--- src/rtl/spi_master_nch.sv ---
// SPI master driving NUM_SS active-low chip selects, with optional
// MISO-low ready wait after select and optional chip-select hold between transfers.
module spi_master_nch #(
    parameter int unsigned DATA_WIDTH = 8,
    parameter int unsigned NUM_SS     = 4,
    parameter int unsigned CLK_DIV    = 2,
    parameter int unsigned WAIT_RDY   = 1,
    localparam int unsigned SSW       = (NUM_SS > 1) ? $clog2(NUM_SS) : 1
) (
    input  logic                  clk,
    input  logic                  rst,
    input  logic                  start,
    input  logic [DATA_WIDTH-1:0] data_in,
    input  logic [SSW-1:0]        ss_sel,
    input  logic                  cpol,
    input  logic                  cpha,
    input  logic                  lsb_first,
    input  logic                  hold_ss,
    input  logic                  miso,
    output logic                  mosi,
    output logic                  sck,
    output logic [NUM_SS-1:0]     ss_n,
    output logic                  busy,
    output logic                  chip_rdy,
    output logic                  new_data,
    output logic [DATA_WIDTH-1:0] data_out
);

    localparam int unsigned HALF_CNT = 2 * DATA_WIDTH;
    localparam int unsigned HW       = $clog2(HALF_CNT);
    localparam int unsigned DIVW     = (CLK_DIV > 1) ? $clog2(CLK_DIV) : 1;
    localparam int unsigned SELW     = SSW + 1;

    localparam logic [SELW-1:0] NUM_SS_W  = SELW'(NUM_SS);
    localparam logic [HW-1:0]   LAST_HALF = HW'(HALF_CNT - 1);
    localparam logic [DIVW-1:0] LAST_DIV  = DIVW'(CLK_DIV - 1);

    typedef enum logic [2:0] {
        S_IDLE,
        S_SS_SETUP,
        S_WAIT_RDY,
        S_XFER,
        S_DONE
    } state_t;

    state_t                r_state;
    state_t                w_next_state;
    logic                  w_accept;

    logic [DATA_WIDTH-1:0] r_tx;
    logic [DATA_WIDTH-1:0] r_rx;
    logic [SSW-1:0]        r_sel;
    logic                  r_cpol;
    logic                  r_cpha;
    logic                  r_lsb;
    logic                  r_hold;
    logic                  r_held_vld;
    logic [SSW-1:0]        r_held_sel;
    logic [DIVW-1:0]       r_div_cnt;
    logic [HW-1:0]         r_half;

    logic                  r_sck;
    logic                  r_mosi;
    logic [NUM_SS-1:0]     r_ss_n;
    logic                  r_busy;
    logic                  r_chip_rdy;
    logic                  r_new_data;
    logic [DATA_WIDTH-1:0] r_data_out;

    logic                  w_sel_ok;
    logic                  w_skip_wait;
    logic                  w_half_end;
    logic                  w_lead;
    logic                  w_trail;
    logic                  w_last;
    logic                  w_enter_xfer;
    logic                  w_emit;
    logic                  w_sample;
    logic                  w_tx_head;
    logic [DATA_WIDTH-1:0] w_tx_shift;
    logic [DATA_WIDTH-1:0] w_rx_shift;
    logic [NUM_SS-1:0]     w_req_mask;
    logic [NUM_SS-1:0]     w_cur_mask;

    assign w_sel_ok     = (SELW'(ss_sel) < NUM_SS_W);
    assign w_skip_wait  = (WAIT_RDY == 0) || (r_held_vld && (r_held_sel == r_sel));
    assign w_half_end   = (r_state == S_XFER) && (r_div_cnt == LAST_DIV);
    assign w_lead       = w_half_end && !r_half[0];
    assign w_trail      = w_half_end && r_half[0];
    assign w_last       = w_trail && (r_half == LAST_HALF);
    assign w_enter_xfer = (r_state != S_XFER) && (w_next_state == S_XFER);

    // cpha=0 presents the first bit on entry and shifts on trailing edges;
    // cpha=1 presents every bit on a leading edge.
    assign w_emit   = (w_enter_xfer && !r_cpha) || (w_lead && r_cpha) ||
                      (w_trail && !r_cpha && !w_last);
    assign w_sample = (w_lead && !r_cpha) || (w_trail && r_cpha);

    assign w_tx_head  = r_lsb ? r_tx[0] : r_tx[DATA_WIDTH-1];
    assign w_tx_shift = r_lsb ? (r_tx >> 1) : (r_tx << 1);
    assign w_rx_shift = r_lsb ? {miso, r_rx[DATA_WIDTH-1:1]} : {r_rx[DATA_WIDTH-2:0], miso};

    assign w_req_mask = NUM_SS'(1) << ss_sel;
    assign w_cur_mask = NUM_SS'(1) << r_sel;

    // State register
    always_ff @(posedge clk or posedge rst) begin
        if (rst) begin
            r_state <= S_IDLE;
        end else begin
            r_state <= w_next_state;
        end
    end

    // Next-state decode; a start with an out-of-range select is dropped
    always_comb begin
        w_next_state = r_state;
        w_accept     = 1'b0;
        case (r_state)
            S_IDLE: begin
                if (start && w_sel_ok) begin
                    w_accept     = 1'b1;
                    w_next_state = S_SS_SETUP;
                end
            end
            S_SS_SETUP: w_next_state = w_skip_wait ? S_XFER : S_WAIT_RDY;
            S_WAIT_RDY: begin
                if (!miso) begin
                    w_next_state = S_XFER;
                end
            end
            S_XFER: begin
                if (w_last) begin
                    w_next_state = S_DONE;
                end
            end
            S_DONE:  w_next_state = S_IDLE;
            default: w_next_state = S_IDLE;
        endcase
    end

    // Serial engine: request latch, SCLK timing, MOSI shift-out, MISO shift-in
    always_ff @(posedge clk or posedge rst) begin
        if (rst) begin
            r_tx      <= '0;
            r_rx      <= '0;
            r_sel     <= '0;
            r_cpol    <= 1'b0;
            r_cpha    <= 1'b0;
            r_lsb     <= 1'b0;
            r_hold    <= 1'b0;
            r_sck     <= 1'b0;
            r_mosi    <= 1'b0;
            r_div_cnt <= '0;
            r_half    <= '0;
        end else begin
            if (w_accept) begin
                r_tx   <= data_in;
                r_sel  <= ss_sel;
                r_cpol <= cpol;
                r_cpha <= cpha;
                r_lsb  <= lsb_first;
                r_hold <= hold_ss;
                r_sck  <= cpol;
            end

            if (r_state != S_XFER) begin
                r_div_cnt <= '0;
                r_half    <= '0;
            end else if (w_half_end) begin
                r_div_cnt <= '0;
                r_half    <= r_half + HW'(1);
                r_sck     <= ~r_sck;
            end else begin
                r_div_cnt <= r_div_cnt + DIVW'(1);
            end

            if (w_emit) begin
                r_mosi <= w_tx_head;
                r_tx   <= w_tx_shift;
            end else if (w_next_state != S_XFER) begin
                r_mosi <= 1'b0;
            end

            if (w_sample) begin
                r_rx <= w_rx_shift;
            end
        end
    end

    // Chip selects: switching lines happens in one update; held line remembered at DONE
    always_ff @(posedge clk or posedge rst) begin
        if (rst) begin
            r_ss_n     <= '1;
            r_held_vld <= 1'b0;
            r_held_sel <= '0;
        end else if (w_accept) begin
            r_ss_n <= ~w_req_mask;
        end else if (r_state == S_DONE) begin
            if (!r_hold) begin
                r_ss_n <= '1;
            end
            r_held_vld <= r_hold;
            r_held_sel <= r_sel;
        end
    end

    // Status outputs
    always_ff @(posedge clk or posedge rst) begin
        if (rst) begin
            r_busy     <= 1'b0;
            r_new_data <= 1'b0;
            r_data_out <= '0;
            r_chip_rdy <= 1'b0;
        end else begin
            r_busy     <= (w_next_state != S_IDLE);
            r_new_data <= (r_state == S_DONE);
            if (r_state == S_DONE) begin
                r_data_out <= r_rx;
            end
            r_chip_rdy <= ((r_ss_n & w_cur_mask) == '0) && !miso;
        end
    end

    assign mosi     = r_mosi;
    assign sck      = r_sck;
    assign ss_n     = r_ss_n;
    assign busy     = r_busy;
    assign chip_rdy = r_chip_rdy;
    assign new_data = r_new_data;
    assign data_out = r_data_out;

endmodule

--- config.mk ---
export PLATFORM = sky130hd
export DESIGN_NAME = spi_master_nch
export DESIGN_NICKNAME = d
export VERILOG_FILES = /design/src/rtl/spi_master_nch.sv
export SDC_FILE = /design/constraint.sdc
export NUM_CORES = 1
export LEC_CHECK = 0
export CAP_MARGIN = 20
export CORE_ASPECT_RATIO = 1.2
export CORE_MARGIN = 2
export CORE_UTILIZATION = 48
export CTS_CLUSTER_DIAMETER = 30
export DETAILED_ROUTE_END_ITERATION = 6
export GPL_ROUTABILITY_DRIVEN = 0
export PLACE_DENSITY_LB_ADDON = 0.05
export SYNTH_ARGS = -nofsm -noshare
export SYNTH_HDL_FRONTEND = slang
export SYNTH_SLANG_ARGS = --single-unit
--- constraint.sdc ---
create_clock -name clk -period 1.6 [get_ports clk]
set_input_delay 0.24 -clock clk [delete_from_list [all_inputs] [get_ports clk]]
set_output_delay 0.24 -clock clk [all_outputs]
set_load 0.01 [all_outputs]
==> metrics <==
Slew @ Worst Pin=0.3268 ns; Critical Path Source=r_half[0]$_DFFE_PP0P_; core area=4662 um^2; min cycle time layout=1.573 ns; Worst Setup End Kind=flip-flop; via count=1,734; Peak Freq=635.9 MHz; DR pass1 iterations=4; Placed Area=2897 um^2; Clock Path Buffers=2; initial antenna violation count=0; Pins Over Slew Limit=0; Startpoint Class=flip-flop; pwr dens=1355 nW/um^2; chip width=67.99 um; cell count after synthesis=199; Initial Utilization=0.5059; synth warn=0; Post-synth top flop=dfrtp_1; most frequent cells in the layout=dfrtp_1 (43), mux2i_1 (31), clkdlybuf4s50_1 (30), buf_4 (29), nor2_1 (19); I/O pins=35; peak supply drop=802.6 uV; Slew headroom=0.7811; first-pass GRT wire length=8.135 mm; flops & latches, synth=49; # diodes=0; final period utilization=0.9828; post-synth top area share=0.4775; DR WL/cell=15.48 um; Hold Fails Final Rpt=0; clk_lat worst skew=0.30 ns; asr flop ratio synth=1.000; Vias per Instance=5.385; port bufs=34; Worst-path clk slew=0.09 ns; dpl cells=306; Worst R2R Start=r_half[0]$_DFFE_PP0P_; Die Span Y=80.79 um; Netlist Area Pre-Place=2359 um^2; vias in the first global route=1,740; clock skew=0.01024 ns; post-route ant nets=0; synthesis-to-layout area growth=30.66%; DRT Wirelength=4.985 mm; multi-input logic area=1077 um^2; CTS buffer count=5; detailed-route DRC error count=0; status=completed; Worst Path Required=1.82 ns; Crit Path Max Fanout=5; top cells by area in the synthesized netlist=dfrtp_1 (48%), mux2i_1 (13%), mux2_2 (5.7%), dfstp_2 (4.5%), nor2_1 (3.2%); Mean Syn Cell Area=11.85 um^2; Initial DRC Count=71; final setup TNS=0 ns; critical path class=flip-flop to flip-flop; library cells used by synthesis=40; EDFF count, synth=0; Syn Nets=218; post-route cell area=3082 um^2; Max Cap Violations=0; Root Buffer Master=clkbuf_8; most common cell after layout, fill and taps aside=dfrtp_1; sequential element share of the synthesized area=0.5220; share of layout cells above drive strength 1=0.2689; Total GRT Usage=0.1957; CTS H-Tree Depth=2; # setup viols final=0; Hold WS=0.2158 ns; pin count of the biggest net entering global routing=23; Hold WC Path Type=input pin to asynchronous set/reset pin; Reg area=1234 um^2; Data arrival, critical path=1.79 ns; clk sinks=49; post-synth top area cell=dfrtp_1; total gr overflow=0; non-filler instance count after layout=322; Lkg Pwr=1.355 nW; Core Util, Final=0.6610; RSZ-0062 raised after global routing=yes; DP HPWL=3.535 mm; CTS tree=built; fill cell count=350; die area=5493 um^2; Final #Nets=282; Site Rows=27
-- what timing repair did --
| item | in CTS | in global routing |
|---|---|---|
| hold buffers | 0 | 0 |
| resized for setup | 9 | 9 |
| pin swaps | 1 | 2 |
| setup buffers | 1 | 5 |
| setup endpoints to repair | 13 | 24 |
| cloned | 1 | 1 |
-- critical path: stages, from the launching register on --
cell      delay (ns)
dfrtp_1         0.42
ha_2            0.21
nand3_1         0.17
a21boi_4        0.11
o211ai_4        0.34
mux2i_1         0.25
-- stage by stage --
stage,total power (W),setup WS [ns]
5_1_grt,0.004482,-0.04916
4_1_cts,0.004064,0.01728
6_report,0.004175,0.02748
3_3_place_gp,0.003223,-0.2603
3_5_place_dp,0.003299,-0.2979
2_1_floorplan,0.002794,0.1161
-- synthesized netlist by cell type (4+ instances only) --
master / number
nor2_1: 20
dfrtp_1: 45
buf_4: 4
mux2i_1: 31
nand2_1: 17
nand2b_1: 8
dfstp_2: 4
a21oi_1: 7
mux2_2: 12
-- final timing paths --
check                                    endpoint  slack [ns]  cells past startpoint
max                           r_tx[6]$_DFFE_PP0P_        0.03                      5
min                           r_tx[3]$_DFFE_PP0P_        0.22                      2
max reg2reg                   r_tx[6]$_DFFE_PP0P_        0.03                      5
min reg2reg                r_held_vld$_DFFE_PP0P_        0.51                      1
max in group asynchronous   r_half[3]$_DFFE_PP0P_        0.86                      3
min in group clk                r_lsb$_DFFE_PP0P_        0.47                      3
-- where the power goes --
part           switching [W]  total, W  internal [W]
clock               0.000389  0.000699      0.000310
combinational       0.000749   0.00164      0.000889
sequential          0.000282   0.00184       0.00156
-- per-layer routing --
layer,up-vias,share of wire,track usage
li1,830,-,-
met1,864,0.41,0.2315
met2,34,0.55,0.3515
met3,6,0.029,0.04294
met4,0,0.012,0.05400
met5,-,0,0
-- kinds of logic (layout without fill, tap and decap cells) --
| kind of cell | after synthesis | in the layout | share of synthesized area |
|---|---|---|---|
| XOR/XNOR | 5 | 5 | 0.01857 |
| flip-flops | 49 | 49 | 0.5220 |
| AO/OA/AOI/OAI | 23 | 24 | 0.07162 |
| adder cells (fa/ha/maj) | 1 | 1 | 0.005304 |
| multiplexers | 44 | 44 | 0.1984 |
| AND/OR/NAND/NOR | 64 | 64 | 0.1459 |
| buffers and inverters | 13 | 77 | 0.03819 |
-- flip-flops by register name (all words and copies together) (netlist names) --
| name | flops |
|---|---|
| r_rx | 8 |
| data_out | 8 |
| r_lsb | 1 |
| r_half | 4 |
| r_held_sel | 2 |
| r_tx | 8 |
| new_data | 1 |
| r_hold | 1 |
| ss_n | 4 |
| chip_rdy | 1 |
| mosi | 1 |
| r_div_cnt | 1 |
| r_cpha | 1 |
| sck | 1 |
| r_sel | 2 |
| r_held_vld | 1 |
| busy | 1 |
| r_state | 3 |
-- layout make-up --
| cell class | instances | area share |
|---|---|---|
| clock inverters | 1 | 0.002436 |
| inverters | 2 | 0.002436 |
| repair buffers | 67 | 0.1969 |
| clock buffers | 7 | 0.02477 |
| multi-input cells | 138 | 0.3496 |
| flip-flops and latches | 49 | 0.4003 |
| well taps | 58 | 0.02355 |
Note: power is estimated with default switching activity, not from simulation.
